==> config.mk <==
export PLATFORM = sky130hd
export DESIGN_NAME = alu_share_ctrl
export DESIGN_NICKNAME = d
export VERILOG_FILES = /design/src/rtl/alu_pkg.sv /design/src/rtl/rr_arb2.sv /design/src/rtl/alu_share_ctrl.sv
export SDC_FILE = /design/constraint.sdc
export NUM_CORES = 1
export LEC_CHECK = 0
export ABC_AREA = 1
export BUFFER_PORTS_ARGS = -buffer_cell sky130_fd_sc_hd__buf_2
export CORE_ASPECT_RATIO = 1.4
export CORE_UTILIZATION = 35
export DETAILED_ROUTE_END_ITERATION = 10
export PLACE_DENSITY = 0.75
export RECOVER_POWER = 50
export SETUP_SLACK_MARGIN = 0.05
export SYNTH_ARGS = -nofsm -noshare
export SYNTH_HDL_FRONTEND = slang
export SYNTH_SLANG_ARGS = --single-unit
==> constraint.sdc <==
create_clock -name clk -period 1.4 [get_ports clk]
set_input_delay 0.14 -clock clk [delete_from_list [all_inputs] [get_ports clk]]
set_output_delay 0.14 -clock clk [all_outputs]
set_load 0.05 [all_outputs]
==> src/rtl/alu_pkg.sv <==
// Shared definitions for the ALU sharing controller: ALU op codes, the
// supported-op check and the controller FSM state type.
package alu_pkg;

  localparam int unsigned CTRL_W = 4;

  localparam logic [CTRL_W-1:0] OP_AND = 4'b0000;
  localparam logic [CTRL_W-1:0] OP_OR  = 4'b0001;
  localparam logic [CTRL_W-1:0] OP_ADD = 4'b0010;
  localparam logic [CTRL_W-1:0] OP_SUB = 4'b0110;
  localparam logic [CTRL_W-1:0] OP_SLT = 4'b0111;

  typedef enum logic [1:0] {
    IDLE,
    EXEC,
    RESP
  } state_e;

  // True when the shared ALU implements the given control code.
  function automatic logic op_supported(input logic [CTRL_W-1:0] op);
    logic ok;
    ok = 1'b0;
    case (op)
      OP_AND, OP_OR, OP_ADD, OP_SUB, OP_SLT: ok = 1'b1;
      default:                               ok = 1'b0;
    endcase
    return ok;
  endfunction

endpackage

==> src/rtl/rr_arb2.sv <==
// Two-way round-robin arbiter. On a tie the requester that did not win last
// time is granted; a lone requester always wins. No grant when disabled.
module rr_arb2 (
  input  logic [1:0] req,
  input  logic       last_grant,
  input  logic       en,
  output logic [1:0] gnt
);

  // Grant is one-hot or zero.
  always_comb begin
    gnt = 2'b00;
    if (en) begin
      if (req == 2'b11) begin
        gnt = last_grant ? 2'b01 : 2'b10;
      end else begin
        gnt = req;
      end
    end
  end

endmodule

==> src/rtl/alu_share_ctrl.sv <==
// Time-multiplexes one external combinational ALU between two requesters.
// One transaction at a time: accept (IDLE), evaluate for one cycle (EXEC),
// then hold the result until the owning requester takes it (RESP).
module alu_share_ctrl
  import alu_pkg::*;
#(
  parameter int unsigned WIDTH = 32,
  parameter int unsigned CTRLW = 4
) (
  input  logic             clk,
  input  logic             rst_n,
  input  logic [1:0]       req_valid,
  output logic [1:0]       req_ready,
  input  logic [WIDTH-1:0] req_a0,
  input  logic [WIDTH-1:0] req_b0,
  input  logic [CTRLW-1:0] req_op0,
  input  logic [WIDTH-1:0] req_a1,
  input  logic [WIDTH-1:0] req_b1,
  input  logic [CTRLW-1:0] req_op1,
  output logic [1:0]       rsp_valid,
  input  logic [1:0]       rsp_ready,
  output logic [WIDTH-1:0] rsp_result,
  output logic             rsp_zero,
  output logic             rsp_err,
  output logic [WIDTH-1:0] alu_a,
  output logic [WIDTH-1:0] alu_b,
  output logic [CTRLW-1:0] alu_control,
  input  logic [WIDTH-1:0] alu_result,
  input  logic             alu_zero
);

  state_e           state_q, state_d;
  logic             grant_q, grant_d;
  logic             last_grant_q, last_grant_d;
  logic [WIDTH-1:0] a_q, a_d;
  logic [WIDTH-1:0] b_q, b_d;
  logic [CTRLW-1:0] op_q, op_d;
  logic [WIDTH-1:0] result_q, result_d;
  logic             zero_q, zero_d;
  logic             err_q, err_d;

  logic [1:0]       gnt;
  logic             arb_en;

  // Gating with rst_n keeps req_ready low while reset is held, even though
  // the state register already reads IDLE.
  assign arb_en = (state_q == IDLE) && rst_n;

  rr_arb2 u_arb (
    .req        (req_valid),
    .last_grant (last_grant_q),
    .en         (arb_en),
    .gnt        (gnt)
  );

  // Only the winner sees ready, so a handshake is simply any grant.
  assign req_ready = gnt;

  // Next-state and datapath register updates.
  always_comb begin
    state_d      = state_q;
    grant_d      = grant_q;
    last_grant_d = last_grant_q;
    a_d          = a_q;
    b_d          = b_q;
    op_d         = op_q;
    result_d     = result_q;
    zero_d       = zero_q;
    err_d        = err_q;
    unique case (state_q)
      IDLE: begin
        if (gnt != 2'b00) begin
          grant_d = gnt[1];
          a_d     = gnt[1] ? req_a1  : req_a0;
          b_d     = gnt[1] ? req_b1  : req_b0;
          op_d    = gnt[1] ? req_op1 : req_op0;
          state_d = EXEC;
        end
      end
      EXEC: begin
        // Unsupported codes still pass the ALU's output through, flagged.
        result_d = alu_result;
        zero_d   = alu_zero;
        err_d    = ~op_supported(op_q);
        state_d  = RESP;
      end
      RESP: begin
        if (rsp_ready[grant_q]) begin
          last_grant_d = grant_q;
          state_d      = IDLE;
        end
      end
      default: state_d = IDLE;
    endcase
  end

  // State and datapath registers; last_grant resets to 1 so requester 0
  // wins the first tie.
  always_ff @(posedge clk or negedge rst_n) begin
    if (!rst_n) begin
      state_q      <= IDLE;
      grant_q      <= 1'b0;
      last_grant_q <= 1'b1;
      a_q          <= '0;
      b_q          <= '0;
      op_q         <= '0;
      result_q     <= '0;
      zero_q       <= 1'b0;
      err_q        <= 1'b0;
    end else begin
      state_q      <= state_d;
      grant_q      <= grant_d;
      last_grant_q <= last_grant_d;
      a_q          <= a_d;
      b_q          <= b_d;
      op_q         <= op_d;
      result_q     <= result_d;
      zero_q       <= zero_d;
      err_q        <= err_d;
    end
  end

  // Outputs: ALU inputs hold the latched operands outside EXEC as well.
  always_comb begin
    rsp_valid = 2'b00;
    if (state_q == RESP) begin
      rsp_valid = grant_q ? 2'b10 : 2'b01;
    end
    rsp_result  = result_q;
    rsp_zero    = zero_q;
    rsp_err     = err_q;
    alu_a       = a_q;
    alu_b       = b_q;
    alu_control = op_q;
  end

endmodule
==> results.cfg <==
[global_route]
grt-ovfl-total = 0
grt_use_met2_pct = 36.6
grt_pass1_vias = 5568
grt_antenna_before_repair = 2
grt_pass1_wl_um = 27400
track_usage_pct = 21.7
grtUsageMet3_pct = 3.48
grt_use_met1_pct = 27.0
grt-busiest-layer = met2
grt_max_degree = 105

[clock_network]
cts_root_buffer = clkbuf_16
htreeDepth = 3
clkSinkCount = 106
clock_latency_ns = 0.35
clockBufferDepth = 2
path_clk_slew_ns = 0.08
tritoncts = built
cts_buffers = 9

[routing]
post_drt_wl_per_cell_um = 15.2
dr.pass1.iters = 5
num_vias = 6077
drt_iter0_markers = 440
routed_wl_um = 19400
ant_nets = 0
drc_errors = 0
viasPerCell = 4.77

[critical_path]
startpoint_type = flip-flop
critPathArrivalTime_ns = 1.73
crit_required_ns = 1.64
path_max_fanout = 28
critPathCaptureType = flip-flop
rr_worst_depth = 7
crit_type = reg -> reg

[power_and_ir_drop]
ir_drop_v = 0.00153
power_w = 0.0201
power.leakage_nw = 5.06
p_per_area_mw_per_mm2 = 2410

[die]
die-area_mm2 = 0.0161
start_util_pct = 36.1
die_h_um = 150
coreArea_mm2 = 0.0151
fp.dieW_um = 108
ios = 281
rows = 53

[logic_synthesis]
yosys_warnings = 0
seq_area_frac_synth_pct = 48.6
yosysUniqueCellTypes = 21
syn_nets = 937
avgSynthCellArea_um2 = 7.17
yosysTopAreaCell = dfrtp_1
synth_area_mm2 = 0.00546
synth.area.top_cells = dfrtp_1, nand3_1, nand2_1, inv_1, buf_2
synth-seq-cells = 106
netlist_instances = 762
synth_top_area_share_pct = 48.1

[cells_and_area]
instances_no_fill = 1274
layout_common_cells = buf_2, nand2_1, nand3_1, inv_1, dfrtp_1
fin_nets = 1251
area_delta_synth_final_pct = 52.7
drive_above_1_share_pct = 33.1
final_common_cell = buf_2

[placed_design]
dp.cells = 1206
port_buffers = 280
dp_hpwl_um = 11500
gp_congestion = 0.817

[sta]
setup_slack_ns = -0.0956
finClkSkew_ns = 0.0107
worst_pin_slew_ns = 0.595
layout_min_cycle_time_ns = 1.50
rsz0062_at_grt = yes
max_slew_margin_pct = 60.3
finalHoldViolCount = 0
fmax_mhz = 669
slew_violations = 0
finalSetupViolCount = 58
fin_crit_sh_pct = 107

[worst_hold_path]
min_path_cells = 3
hp-class = in -> reg

[job]
max-cap-violations = 0

[outcome]
outcome = complete, but fails checks
violations = negative setup slack
-- Yosys cell counts --
library cell  number
clkbuf_1          18
nand4_1            1
nand2_2            2
nand2_1          241
nor2_4             1
nand3b_1           1
nor2_2             1
buf_6              2
a21oi_2            1
nor2_1             4
buf_4              2
dfrtp_1          105
inv_2              3
buf_1              3
nand3_1          206
a31oi_1            1
inv_1            141
buf_2             24
o21ai_0            3
a21oi_1            1
dfstp_2            1
-- logic make-up (layout without fill, tap and decap cells) --
group,count (synthesis),in the layout,share of synthesized area [%]
AO/OA/AOI/OAI,6,6,0.642
buffers and inverters,193,511,14.2
flip-flops,106,106,48.6
other,0,1,0
AND/OR/NAND/NOR,457,458,36.5
-- power by group --
group | switching (W) | leakage (nW) | internal (W)
sequential | 0.000894 | 1.30 | 0.00455
combinational | 0.00859 | 3.59 | 0.00311
clock | 0.00129 | 0.168 | 0.00163
-- metal layers --
| metal | up-vias | wire [um] |
|---|---|---|
| met1 | 2784 | 7760 |
| met5 | - | 0 |
| met4 | 0 | 685 |
| li1 | 2968 | - |
| met3 | 48 | 1140 |
| met2 | 277 | 9800 |
-- state kept, by name, indices dropped and copies added, names as in the netlist --
name,flops
rsp_err,1
alu_b,32
state_q,2
last_grant_q,1
alu_control,4
rsp_zero,1
alu_a,32
rsp_result,32
grant_q,1
-- critical path, stage by stage (launching register included) --
cell and delay [ns]:
dfstp_2 0.56, a21oi_4 0.08, nand2_4 0.11, buf_4 0.20
clkbuf_16 0.22, nand2_1 0.06, nand3_1 0.09, nand2_1 0.06
-- through the flow --
step	worst slack, ns	setup TNS, ns	instance area [um^2]	hold slack [ns]	util (%)
floorplan	0.0161	0	5500	-0.156	-
global placement	-0.00962	-0.0113	7140	-0.0337	47.2
detailed placement	-0.0238	-0.252	7140	-0.0329	47.2
CTS	-0.0845	-3.73	7930	0.000631	52.5
global route	-0.160	-7.24	8340	0.00702	55.1
finish	-0.0956	-2.21	8340	0.00793	55.1
-- worst paths after layout --
check / slack, ns / start / endpoint
setup / recovery: -0.1 / last_grant_q / alu_b[25]
hold / removal: 0.008 / alu_result[21] / rsp_result[21]
setup reg to reg: -0.1 / last_grant_q / alu_b[25]
hold reg to reg: 0.47 / rsp_zero / rsp_zero
max in group asynchronous: 0.27 / rst_n / alu_b[6]
min in group asynchronous: 0.25 / rst_n / state_q[1]
-- what timing repair did --
action	CTS	global route
endpoints found under the hold margin	124	0
resized for setup	25	29
buffers inserted	3	4
pin swaps	3	3
hold buffers	30	0
endpoints found under the setup margin	73	98
cloned	1	13
-- layout make-up --
class                           instances  area [um^2]
Fill cell                            1396         6780
Clock inverter                          7          121
Inverter                              144          549
Clock buffer                            9          225
Sequential cell                       106         2650
Multi-Input combinational cell        464         2140
Timing Repair Buffer                  351         2410
Tap cell                              192          240
Antenna cell                            1         2.50
Note: power is estimated with default switching activity, not from simulation.
